$ cat src/rtl/flags_pkg.sv
// Shared definitions for the condition-flag pipeline: flag bit positions and
// the in-flight entry layout at the default flag count.
package flags_pkg;

    localparam int NFLAGS_DEF = 4;

    localparam int FLAG_N = 3;
    localparam int FLAG_Z = 2;
    localparam int FLAG_C = 1;
    localparam int FLAG_V = 0;

    typedef struct packed {
        logic                  valid;
        logic [NFLAGS_DEF-1:0] mask;
        logic [NFLAGS_DEF-1:0] flags;
    } flag_entry_t;

endpackage

$ cat src/rtl/flag_stage.sv
// One in-flight flag entry register. Clear wins over load so a flush empties
// the stage even on a cycle that would otherwise shift.
module flag_stage
    import flags_pkg::*;
#(
    parameter type entry_t = flag_entry_t
) (
    input  logic   clk,
    input  logic   reset,
    input  logic   load,
    input  logic   clear,
    input  entry_t d,
    output entry_t q
);

    always_ff @(posedge clk or negedge reset) begin
        if (!reset)
            q <= '0;
        else if (clear)
            q <= '0;
        else if (load)
            q <= d;
    end

endmodule

$ cat src/rtl/flag_pipe_unit.sv
// Condition-flag unit: shifts masked flag updates through DEPTH stages, commits
// the oldest into the architectural flags, and forwards the youngest writer per bit.
module flag_pipe_unit
    import flags_pkg::*;
#(
    parameter int NFLAGS = NFLAGS_DEF,
    parameter int DEPTH  = 2,
    parameter bit FWD_EX = 1'b1
) (
    input  logic              clk,
    input  logic              reset,
    input  logic              ex_valid,
    input  logic              ex_setflags,
    input  logic [NFLAGS-1:0] ex_mask,
    input  logic [NFLAGS-1:0] ex_flags,
    input  logic              stall,
    input  logic              flush,
    output logic [NFLAGS-1:0] arch_flags,
    output logic [NFLAGS-1:0] fwd_flags,
    output logic              pending
);

    typedef struct packed {
        logic              valid;
        logic [NFLAGS-1:0] mask;
        logic [NFLAGS-1:0] flags;
    } entry_t;

    logic   req;
    logic   advance;
    logic   commit;
    entry_t ex_entry;
    entry_t stg [DEPTH];

    assign req     = ex_valid & ex_setflags & (|ex_mask);
    assign advance = ~stall & ~flush;
    // Flush still retires the oldest entry; only the younger work is discarded.
    assign commit  = (advance | flush) & stg[DEPTH-1].valid;

    always_comb begin
        ex_entry       = '0;
        ex_entry.valid = req;
        ex_entry.mask  = req ? ex_mask : '0;
        ex_entry.flags = ex_flags;
    end

    for (genvar g = 0; g < DEPTH; g++) begin : g_stage
        entry_t d;
        if (g == 0) begin : g_head
            assign d = ex_entry;
        end else begin : g_body
            assign d = stg[g-1];
        end
        flag_stage #(.entry_t(entry_t)) u_stage (
            .clk   (clk),
            .reset (reset),
            .load  (advance),
            .clear (flush),
            .d     (d),
            .q     (stg[g])
        );
    end

    always_ff @(posedge clk or negedge reset) begin
        if (!reset)
            arch_flags <= '0;
        else if (commit)
            arch_flags <= (arch_flags & ~stg[DEPTH-1].mask)
                        | (stg[DEPTH-1].flags & stg[DEPTH-1].mask);
    end

    // Walk oldest to youngest so the youngest masked writer of each bit wins.
    always_comb begin
        fwd_flags = arch_flags;
        for (int i = DEPTH - 1; i >= 0; i--) begin
            for (int b = 0; b < NFLAGS; b++) begin
                if (stg[i].valid && stg[i].mask[b])
                    fwd_flags[b] = stg[i].flags[b];
            end
        end
        for (int b = 0; b < NFLAGS; b++) begin
            if (FWD_EX && req && !flush && ex_mask[b])
                fwd_flags[b] = ex_flags[b];
        end
    end

    always_comb begin
        pending = 1'b0;
        for (int i = 0; i < DEPTH; i++)
            pending = pending | (stg[i].valid & (|stg[i].mask));
    end

endmodule

$ cat config.mk
export PLATFORM = sky130hd
export DESIGN_NAME = flag_pipe_unit
export DESIGN_NICKNAME = d
export VERILOG_FILES = /design/src/rtl/flags_pkg.sv /design/src/rtl/flag_stage.sv /design/src/rtl/flag_pipe_unit.sv
export SDC_FILE = /design/constraint.sdc
export NUM_CORES = 1
export LEC_CHECK = 0
export CORE_ASPECT_RATIO = 1.1
export CORE_MARGIN = 8
export CORE_UTILIZATION = 45
export CTS_BUF_LIST = sky130_fd_sc_hd__clkbuf_8
export DETAILED_ROUTE_END_ITERATION = 8
export GPL_TIMING_DRIVEN = 0
export HOLD_SLACK_MARGIN = 0.03
export PLACE_DENSITY = 0.71
export SKIP_CTS_REPAIR_TIMING = 1
export SLEW_MARGIN = 40
export SYNTH_ARGS = -nofsm -noshare
export SYNTH_HDL_FRONTEND = slang
export SYNTH_SLANG_ARGS = --single-unit
$ cat constraint.sdc
create_clock -name clk -period 2.24 [get_ports clk]
set_clock_uncertainty 0.15 [all_clocks]
set_input_delay 0.224 -clock clk [delete_from_list [all_inputs] [get_ports clk]]
set_output_delay 0.224 -clock clk [all_outputs]
set_load 0.03 [all_outputs]
Yosys cells after proc, flatten, opt, wreduce, memory -nomap -nowiden:

Cells that the tools add are included.

* register bits: 22
* output and inout port bits: 9
* word-level logic and storage cells: 56
* input port bits: 14

* bitwise operators: 14
* reductions and logical operators: 18
* multiplexer cells: 17

Operators with widths (number)
* 2-to-1 mux 9 bit: 4
* logical AND 1 bit: 13
* 2-to-1 mux 1 bit: 12
* OR reduction 4 bit: 3
* bitwise AND 4 bit: 2
* bitwise AND 1 bit: 6
* 2-to-1 mux 4 bit: 1
* inverter 4 bit: 1
* OR 4 bit: 1
* inverter 1 bit: 2
* OR 1 bit: 2
* nonzero test 2 bit: 1
* zero test 1 bit: 1

Longest topological paths before layout:

Gate-level depths: netlist (run 1).

* word-level depth: 5
* gate-level depth with buffers: 5
* depth with buffers taken out: 3

By module:

Synthesis (run 1) repeated with hierarchy kept, for this count alone.

* cell total of the unflattened synthesis: 117
* area, all modules: 1197.4 sq um

Modules (own cells, without submodules)
* flag_stage: area an instance 364.1 sq um, instances 2, cells each 29
* flag_pipe_unit: area an instance 469.2 sq um, instances 1, cells each 59

Worst setup path before layout (run 1):

Ideal clock, no wire load.

* path type: register to output
* from: reg g_stage[1].u_stage.q[8] (netlist name)
* to: out fwd_flags[0]
* path buffers: 1
* stages on the path, launching flop included: 5
* arrival time: 1.496 ns
* path slack: 0.370 ns
* cell sequence: dfrtp_1 buf_4 nand2_1 a221oi_1 o31ai_1

* longest elaborated chain between the ends: 4

Ends and longest elaborated chain
* start, declared: line flag_stage.sv:13 `output entry_t q`
* start signal, assigned: line flag_stage.sv:18 `q <= '0;`
* start signal, assigned: line flag_stage.sv:20 `q <= '0;`
* start signal, assigned: line flag_stage.sv:22 `q <= d;`
* logical AND 1 bit: line flag_pipe_unit.sv:77 `if (stg[i].valid && stg[i].mask[b])`
* 2-to-1 mux 1 bit (2 in series): line flag_pipe_unit.sv:77
* 2-to-1 mux 1 bit: line flag_pipe_unit.sv:82 `if (FWD_EX && req && !flush && ex_mask[b])`
* end, declared: line flag_pipe_unit.sv:19 `output logic [NFLAGS-1:0] fwd_flags,`

Every way passes these cells.

Final worst setup path (run 1):

* from: reg g_stage[1].u_stage.q[8] (netlist name)
* to: out fwd_flags[1]

Same word-level chain as after synthesis.

==> results of run 1 <==
## logic make-up after synthesis
group	after synthesis
multiplexers	21
AO/OA/AOI/OAI	11
buffers and inverters	7
AND/OR/NAND/NOR	47
flip-flops	22
## placed cells by master (no fill, tap or decap)
| cell type | n |
|---|---|
| dfrtp_1 | 22 |
| nor2_1 | 17 |
| nand2_1 | 15 |
| clkdlybuf4s50_1 | 14 |
| mux2i_1 | 13 |
| dlymetal6s2s_1 | 5 |
| and3_1 | 4 |
| a221oi_1 | 4 |
| and4b_1 | 4 |
| o31ai_1 | 4 |
| mux2_2 | 4 |
| nand3_2 | 4 |
| mux2_4 | 4 |
| clkbuf_8 | 4 |
| buf_2 | 3 |
| buf_4 | 2 |
| o41ai_1 | 2 |
| dlygate4sd3_1 | 2 |
| buf_6 | 1 |
| clkbuf_1 | 1 |
| nor4_1 | 1 |
| or3_1 | 1 |
| a21oi_1 | 1 |
| nand2b_4 | 1 |
| buf_8 | 1 |
## worst reg2reg max path: stages, from the launching register on
cell and delay, ns:
dfrtp_1 0.47, buf_4 0.24, nand3_2 0.10, mux2_4 0.31
## stage by stage
stage / area (sq um) / instances
finish: 1501 / 165
global route: 1501 / 165
CTS: 1469 / 163
detailed placement: 1414 / 159
global placement: 1419 / 159
floorplan: 1180 / 108
## per-layer routing
metal  global-route usage  up-vias
li1                     -      438
met4              0.04126        0
met1               0.1598      464
met3              0.03393        4
met2               0.2058       13
met5                    0        -
## cells in the mapped netlist, types with 2 or more instances
library cell and n:
o41ai_1 2, mux2_4 4, buf_4 2, dfrtp_1 22
nand2_1 15, nor2_1 17, buf_2 2, mux2_2 4
o31ai_1 4, a221oi_1 4, nand3_2 4, and3_1 4
and4b_1 4, mux2i_1 13
## power by group
group	leakage (nW)	switching (mW)	internal (mW)
Sequential	0.302	0.0115	0.408
Combinational	0.467	0.0488	0.0477
Clock	0.0288	0.130	0.157
Total	0.797	0.190	0.612
## cell type report
cell class                 instances  area [sq um]
timing repair buffer              22         227.7
buffer                             7         55.05
tap                               31         38.79
clock buffer                       4         55.05
multi-input combinational         79         574.3
fill                             227         994.7
sequential                        22         550.5
## worst min path at each step
stage | endpoint | cells after the start | from
floorplan | async pin | 0 | reset
global placement | g_stage[0].u_stage.q[8] | 2 | flush
detailed placement | g_stage[0].u_stage.q[6] | 1 | reset
CTS | g_stage[0].u_stage.q[6] | 1 | reset
global route | g_stage[1].u_stage.q[4] | 3 | stall
finish | g_stage[1].u_stage.q[4] | 3 | stall
==> summary.txt, run 1 <==
Worst setup path
  • Crit-path max FO: 10
  • Crit-path cells: buf_4 > nand2_1 > a221oi_1 > o31ai_1 > dlymetal6s2s_1
  • CP max-delay cell: dfrtp_1
  • Top cell family by delay on the critical path: buffers and inverters
  • Worst R2R Path Depth: 3
  • Critical path depth in cells: 5
  • Worst reg2reg setup slack: 0.85 ns
  • R2R Path Start: g_stage[1].u_stage.q[8]
  • CP startpoint: g_stage[1].u_stage.q[8]
  • Worst Setup End Kind: output pin
  • Largest stage delay, worst path: 0.47 ns
  • CP Data Required Time: 1.87 ns
  • Startpoint types: flop
  • WP buf/inv: 2
  • CP Capture Point: fwd_flags[1]
  • WS Path Type: flop to output pin
  • Critical Path AT: 1.72 ns

Die
  • Total core area: 0.002496 sq mm
  • Top Ports: 23
  • Die W: 64.82 microns
  • Initial Utilization: 0.4727
  • Rows: 19
  • Die H: 69.71 microns
  • Die area: 0.004518 sq mm

Clock network
  • CTS clk-pin slew, worst paths: 0.08 ns
  • H-tree depth: 1
  • CTS tree: yes
  • Worst-skew pair later-pin latency: 0.26 ns
  • CTS sink count: 22
  • Clock Path Buffers: 2
  • CTS root buffer: clkbuf_8
  • TritonCTS buffer count: 3

Place
  • Place WS: -0.02327 ns
  • DP HPWL: 2042 microns
  • RD Place Congestion: 0.7810
  • Port bufs: 20

STA
  • Endpoints failing setup: 0
  • Final worst setup slack: 0.1417 ns
  • Max-slew violations: 0
  • Setup_tns: 0 ns
  • Min Tclk post-route: 2.098 ns
  • Crit share post-route: 0.9367
  • WHS: 0.2340 ns
  • FMAX: 0.4766 GHz
  • Hold Violations, Final: 0
  • RSZ-0062 raised after global routing: no
  • Worst Tran Pin Value: 0.5115 ns
  • Slew headroom: 0.6590

Pwr
  • Lkg Pwr: 0.7974 nW
  • Worst vdd ir: 436.3 uV
  • Pwr Total: 0.8024 mW
  • Pwr Density: 534.4 mW/mm^2

Drt
  • Top sig layer: met4
  • Vias: 919
  • Met3 WL post-DR: 97 microns
  • Final WL: 2844 microns
  • DRT met1 WL: 1253 microns
  • Pre-Repair DR Iteration Count: 4
  • Routed wire per std cell: 17.24 microns
  • Post-DRT Antenna Nets: 0
  • Met2 WL: 1467 microns
  • Drc violations: 0
  • Iter 0 DRT Violations: 26
  • Avg Vias per Cell: 5.570

Synth
  • Post-synthesis cell type count: 21
  • Post-synthesis compound-gate area fraction: 0.07423
  • Synth Warn #: 0
  • Synth top area cells: dfrtp_1 (47%), mux2i_1 (11%), nor2_1 (5.4%)
  • Yosys reg bits: 22
  • Post-synthesis area per instance: 10.92 sq um
  • Post-synth EDFFs: 0
  • Largest family of logic cells by synthesized area: simple AND/OR/NAND/NOR gates
  • Area leader, netlist: dfrtp_1
  • Post-synthesis mux area share: 0.1994
  • Synthesized area: 0.001180 sq mm
  • Async S/R FF share, synth: 1.000
  • Cell count after synthesis: 108
  • Post-Synth Adder-Cell Area: 0
  • Post-synth top flop: dfrtp_1
  • Synth Area in Simple Gates: 0.2131
  • Area share of the largest cell type after synthesis: 0.4666
  • Xor and xnor area share after synthesis: 0
  • Post-synth net total: 122
  • Register area share after synthesis: 0.4666

GRT
  • First-pass GRT wire length: 4678 microns
  • Largest net degree at the start of global routing: 23
  • Vias in the first global route: 959
  • Initial antenna violation count: 0
  • Tot GR Track Use: 0.1278
  • Remaining Overflow, GRT: 0

Layout
  • Area Growth Syn to Fin: 27.25%
  • # diodes: 0
  • Layout cells sized above 1: 0.1791
  • Post-layout util: 0.6015
  • Number of nets in the layout: 149

Run
  • Number of max-cap violations: 0

Worst hold path
  • Hold Path Class: input pin to flop

Status
  • Outcome: finished clean
No activity file was read; power rests on OpenSTA's default activity.
==> inputs of run 2 (changes only) <==
Settings changed: SYNTH_HIERARCHICAL set to 1.
Clock period 2.24 ns to 2.25 ns, I/O delays scaled along.
==> run 2 against run 1 <==
- sequential share of layout area is essentially flat
- non-clock buffer count is the same
- synthesized cell count increased by 8.3%
- global-route usage up 0.43 points
- clock power shrank 17%
- cell count is 4.8% higher
- via count rose by 8.3%
- area after synthesis up 1.5%
- critical path depth decreased by 2
- register-to-register slack improved by 0.07 ns
- hold slack got worse by 0.027 ns
- sequential power shrank 2%
==> summary.txt, run 2 <==
Status
  • Outcome: finished clean

Pwr
  • Pwr Density: 490.3 mW/mm^2 (-8.3%)
  • Comb pwr share: 0.121 (about the same)
  • Sw Ratio: 0.2348 (-0.002109)
  • Clock Power Share: 0.324 (-0.033)
  • NetSw: 0.1730 mW (-9.0%)
  • Int Pwr: 0.5638 mW (-7.9%)
  • Reg power frac: 0.555 (+0.032)
  • Pwr Total: 0.7368 mW (-8.2%)
  • Worst vdd ir: 333.2 uV (-24%)
  • Lkg Pwr: 0.7546 nW (-5.4%)

Worst setup path
  • Critical Path AT: 1.77 ns (+0.05 ns)
  • Worst R2R Path Depth: 3 (unchanged)
  • Largest stage delay, worst path: 0.60 ns (+0.13 ns)
  • Worst reg2reg setup slack: 0.92 ns (+0.07 ns)
  • Top cell family by delay on the critical path: buffers and inverters
  • CP max-delay cell: clkdlybuf4s50_1
  • WP buf/inv: 1 (-1)
  • WS Path Type: flop to output pin
  • CP Data Required Time: 1.88 ns (about the same)
  • Worst Setup End Kind: output pin
  • Crit-path max FO: 5 (-5)
  • Startpoint types: flop
  • R2R Path Start: g_stage[1].u_stage/q[8]
  • Crit-path cells: o41ai_1 > nand2_1 > clkdlybuf4s50_1

Synth
  • Synth top area cells: dfrtp_1 (46%), mux2i_1 (15%), nor2_1 (7.5%)
  • Async S/R FF share, synth: 1.000 (unchanged)
  • Most numerous cell in the Yosys netlist: nor2_1
  • Cell count after synthesis: 117 (+8.3%)
  • Post-synthesis cell type count: 19 (-9.5%)
  • Post-synthesis area per instance: 10.23 sq um (-6.3%)
  • Area share of the largest cell type after synthesis: 0.4598 (-0.006826)
  • Post-synth net total: 131 (+7.4%)
  • Synth top cells by count: nor2_1 (24), dfrtp_1 (22), mux2i_1 (18), nand2_1 (14), and3_1 (5)
  • Synthesized area: 0.001197 sq mm (+1.5%)
  • Area leader, netlist: dfrtp_1
  • Post-synth top flop: dfrtp_1
  • Post-synth EDFFs: 0 (unchanged)
  • Register area share after synthesis: 0.4598 (-0.006826)
  • Synth Warn #: 6 (+6)
  • Yosys reg bits: 22 (unchanged)

STA
  • Hold Violations, Final: 0 (unchanged)
  • Setup_tns: 0 ns (unchanged)
  • Max-slew violations: 0 (unchanged)
  • Crit share post-route: 0.9539
  • RSZ-0062 raised after global routing: no
  • Endpoints failing setup: 0 (unchanged)
  • Slew headroom: 0.6705 (+0.01143)
  • Worst Tran Pin Value: 0.4943 ns (-0.01715 ns)
  • FMAX: 0.4659 GHz
  • Min Tclk post-route: 2.146 ns

Drt
  • Met2 WL: 1386 microns (-5.5%)
  • Iter 0 DRT Violations: 37 (+42%)
  • Vias: 995 (+8.3%)
  • Avg Vias per Cell: 5.751 (+3.3%)
  • Post-DRT Antenna Nets: 0 (unchanged)
  • Met3 WL post-DR: 238 microns (+150%)
  • DRT met1 WL: 1199 microns (-4.3%)
  • Final WL: 2854 microns (+0.35%)
  • Routed wire per std cell: 16.50 microns (-4.3%)
  • Drc violations: 0 (unchanged)
  • Top sig layer: met4
  • Pre-Repair DR Iteration Count: 4 (unchanged)

Place
  • RD Place Congestion: 0.8235 (+5.4%)
  • Port bufs: 21 (+5.0%)
  • DP HPWL: 2073 microns (+1.5%)

Clock network
  • CTS clk-pin slew, worst paths: 0.07 ns (about the same)
  • H-tree depth: 1 (unchanged)
  • Worst-skew pair later-pin latency: 0.26 ns (about the same)
  • CTS root buffer: clkbuf_8
  • TritonCTS buffer count: 3 (unchanged)
  • CTS sink count: 22 (unchanged)
  • Clock Path Buffers: 2 (unchanged)
  • CTS tree: yes

Layout
  • Most frequent cells in the layout: nor2_1 (24), dfrtp_1 (22), mux2i_1 (18)
  • Most common cell after layout, fill and taps aside: nor2_1
  • # diodes: 0 (unchanged)
  • Area Growth Syn to Fin: 25.50%
  • Number of nets in the layout: 158 (+6.0%)
  • Layout cells sized above 1: 0.1268 (-0.05234)

Worst hold path
  • Hold Path Class: input pin to flop
  • Hold depth: 2 (-1)
  • Worst hold endpoint: g_stage[0].u_stage/q[1]
  • Min-Delay Startpoint: flush

GRT
  • Initial antenna violation count: 0 (unchanged)
  • First-pass GRT wire length: 4864 microns (+4.0%)
  • Tot GR Track Use: 0.1321 (+0.004304)
  • Largest net degree at the start of global routing: 23 (unchanged)
  • Remaining Overflow, GRT: 0 (unchanged)
  • Vias in the first global route: 1042 (+8.7%)

Die
  • Rows: 19 (unchanged)
  • Die H: 70.10 microns (+0.57%)
  • Die W: 65.19 microns (+0.56%)
  • Die area: 0.004569 sq mm (+1.1%)
  • Top Ports: 23 (unchanged)
  • Total core area: 0.002520 sq mm (+0.95%)
  • Initial Utilization: 0.4752 (+0.002492)

Run
  • Number of max-cap violations: 0 (unchanged)
==> run 2: changes by cell type after synthesis, moves of 2 or more <==
cell	before	now
mux2_4	4	0
buf_4	2	0
buf_1	0	2
mux2i_1	13	18
o211ai_1	0	4
and3_2	0	3
buf_6	1	3
nand3_2	4	0
nor2_1	17	24
==> run 2: kinds of logic (layout without fill, tap and decap cells) <==
kind of cell / count (synthesis) / after routing / share of synthesized area
multiplexers: 22 / 22 / 0.1881
AND/OR/NAND/NOR: 51 / 51 / 0.2027
flip-flops: 22 / 22 / 0.4598
AO/OA/AOI/OAI: 14 / 14 / 0.1034
buffers and inverters: 8 / 33 / 0.04597
==> run 2: worst max path at each step <==
stage | from | cells past startpoint | to | slack (ns)
2_1_floorplan | g_stage[1].u_stage/q[8] | 4 | fwd_flags[0] | 0.41
3_3_place_gp | ex_setflags | 4 | fwd_flags[2] | -0.12
3_5_place_dp | ex_setflags | 4 | fwd_flags[2] | -0.12
4_1_cts | g_stage[1].u_stage/q[8] | 5 | fwd_flags[3] | -0.16
5_1_grt | g_stage[0].u_stage/q[5] | 3 | pending | 0.04
6_report | g_stage[0].u_stage/q[5] | 3 | pending | 0.10
==> run 2: stage by stage <==
step / setup WS (ns) / utilization / hold WS (ns) / area, sq um / std cells
after detailed placement: -0.1235 / 0.5720 / 0.07084 / 1441 / 169
final: 0.1037 / 0.5963 / 0.2066 / 1503 / 173
after global routing: 0.03564 / 0.5963 / 0.2070 / 1503 / 173
after global placement: -0.1195 / 0.5740 / 0.3640 / 1446 / 169
after floorplan: 0.4080 / - / -0.2206 / 1197 / 117
after CTS: -0.1588 / 0.5884 / -0.2081 / 1483 / 172
==> run 2: power by group through the flow <==
stage / clock, mW / combinational [mW] / sequential (mW)
after floorplan: 0 / 0.0444 / 0.414
after global placement: 0 / 0.0885 / 0.417
after detailed placement: 0 / 0.0886 / 0.417
after CTS: 0.246 / 0.0892 / 0.409
after global routing: 0.262 / 0.0975 / 0.410
final: 0.238 / 0.0893 / 0.409
==> run 2: layer usage <==
layer / global-route usage / vias up
met5: 0 / -
met4: 0.04854 / 0
met3: 0.04147 / 4
met2: 0.2158 / 37
met1: 0.1561 / 481
li1: - / 473
==> run 2: area by class of cell <==
class                   instances  area (sq um)
repair buffers                 22         225.2
inverters                       1         3.754
flip-flops and latches         22         550.5
fillers                       249          1017
plain buffers                   7         51.30
multi-input cells              87         591.8
clock buffers                   3         41.29
well taps                      31         38.79
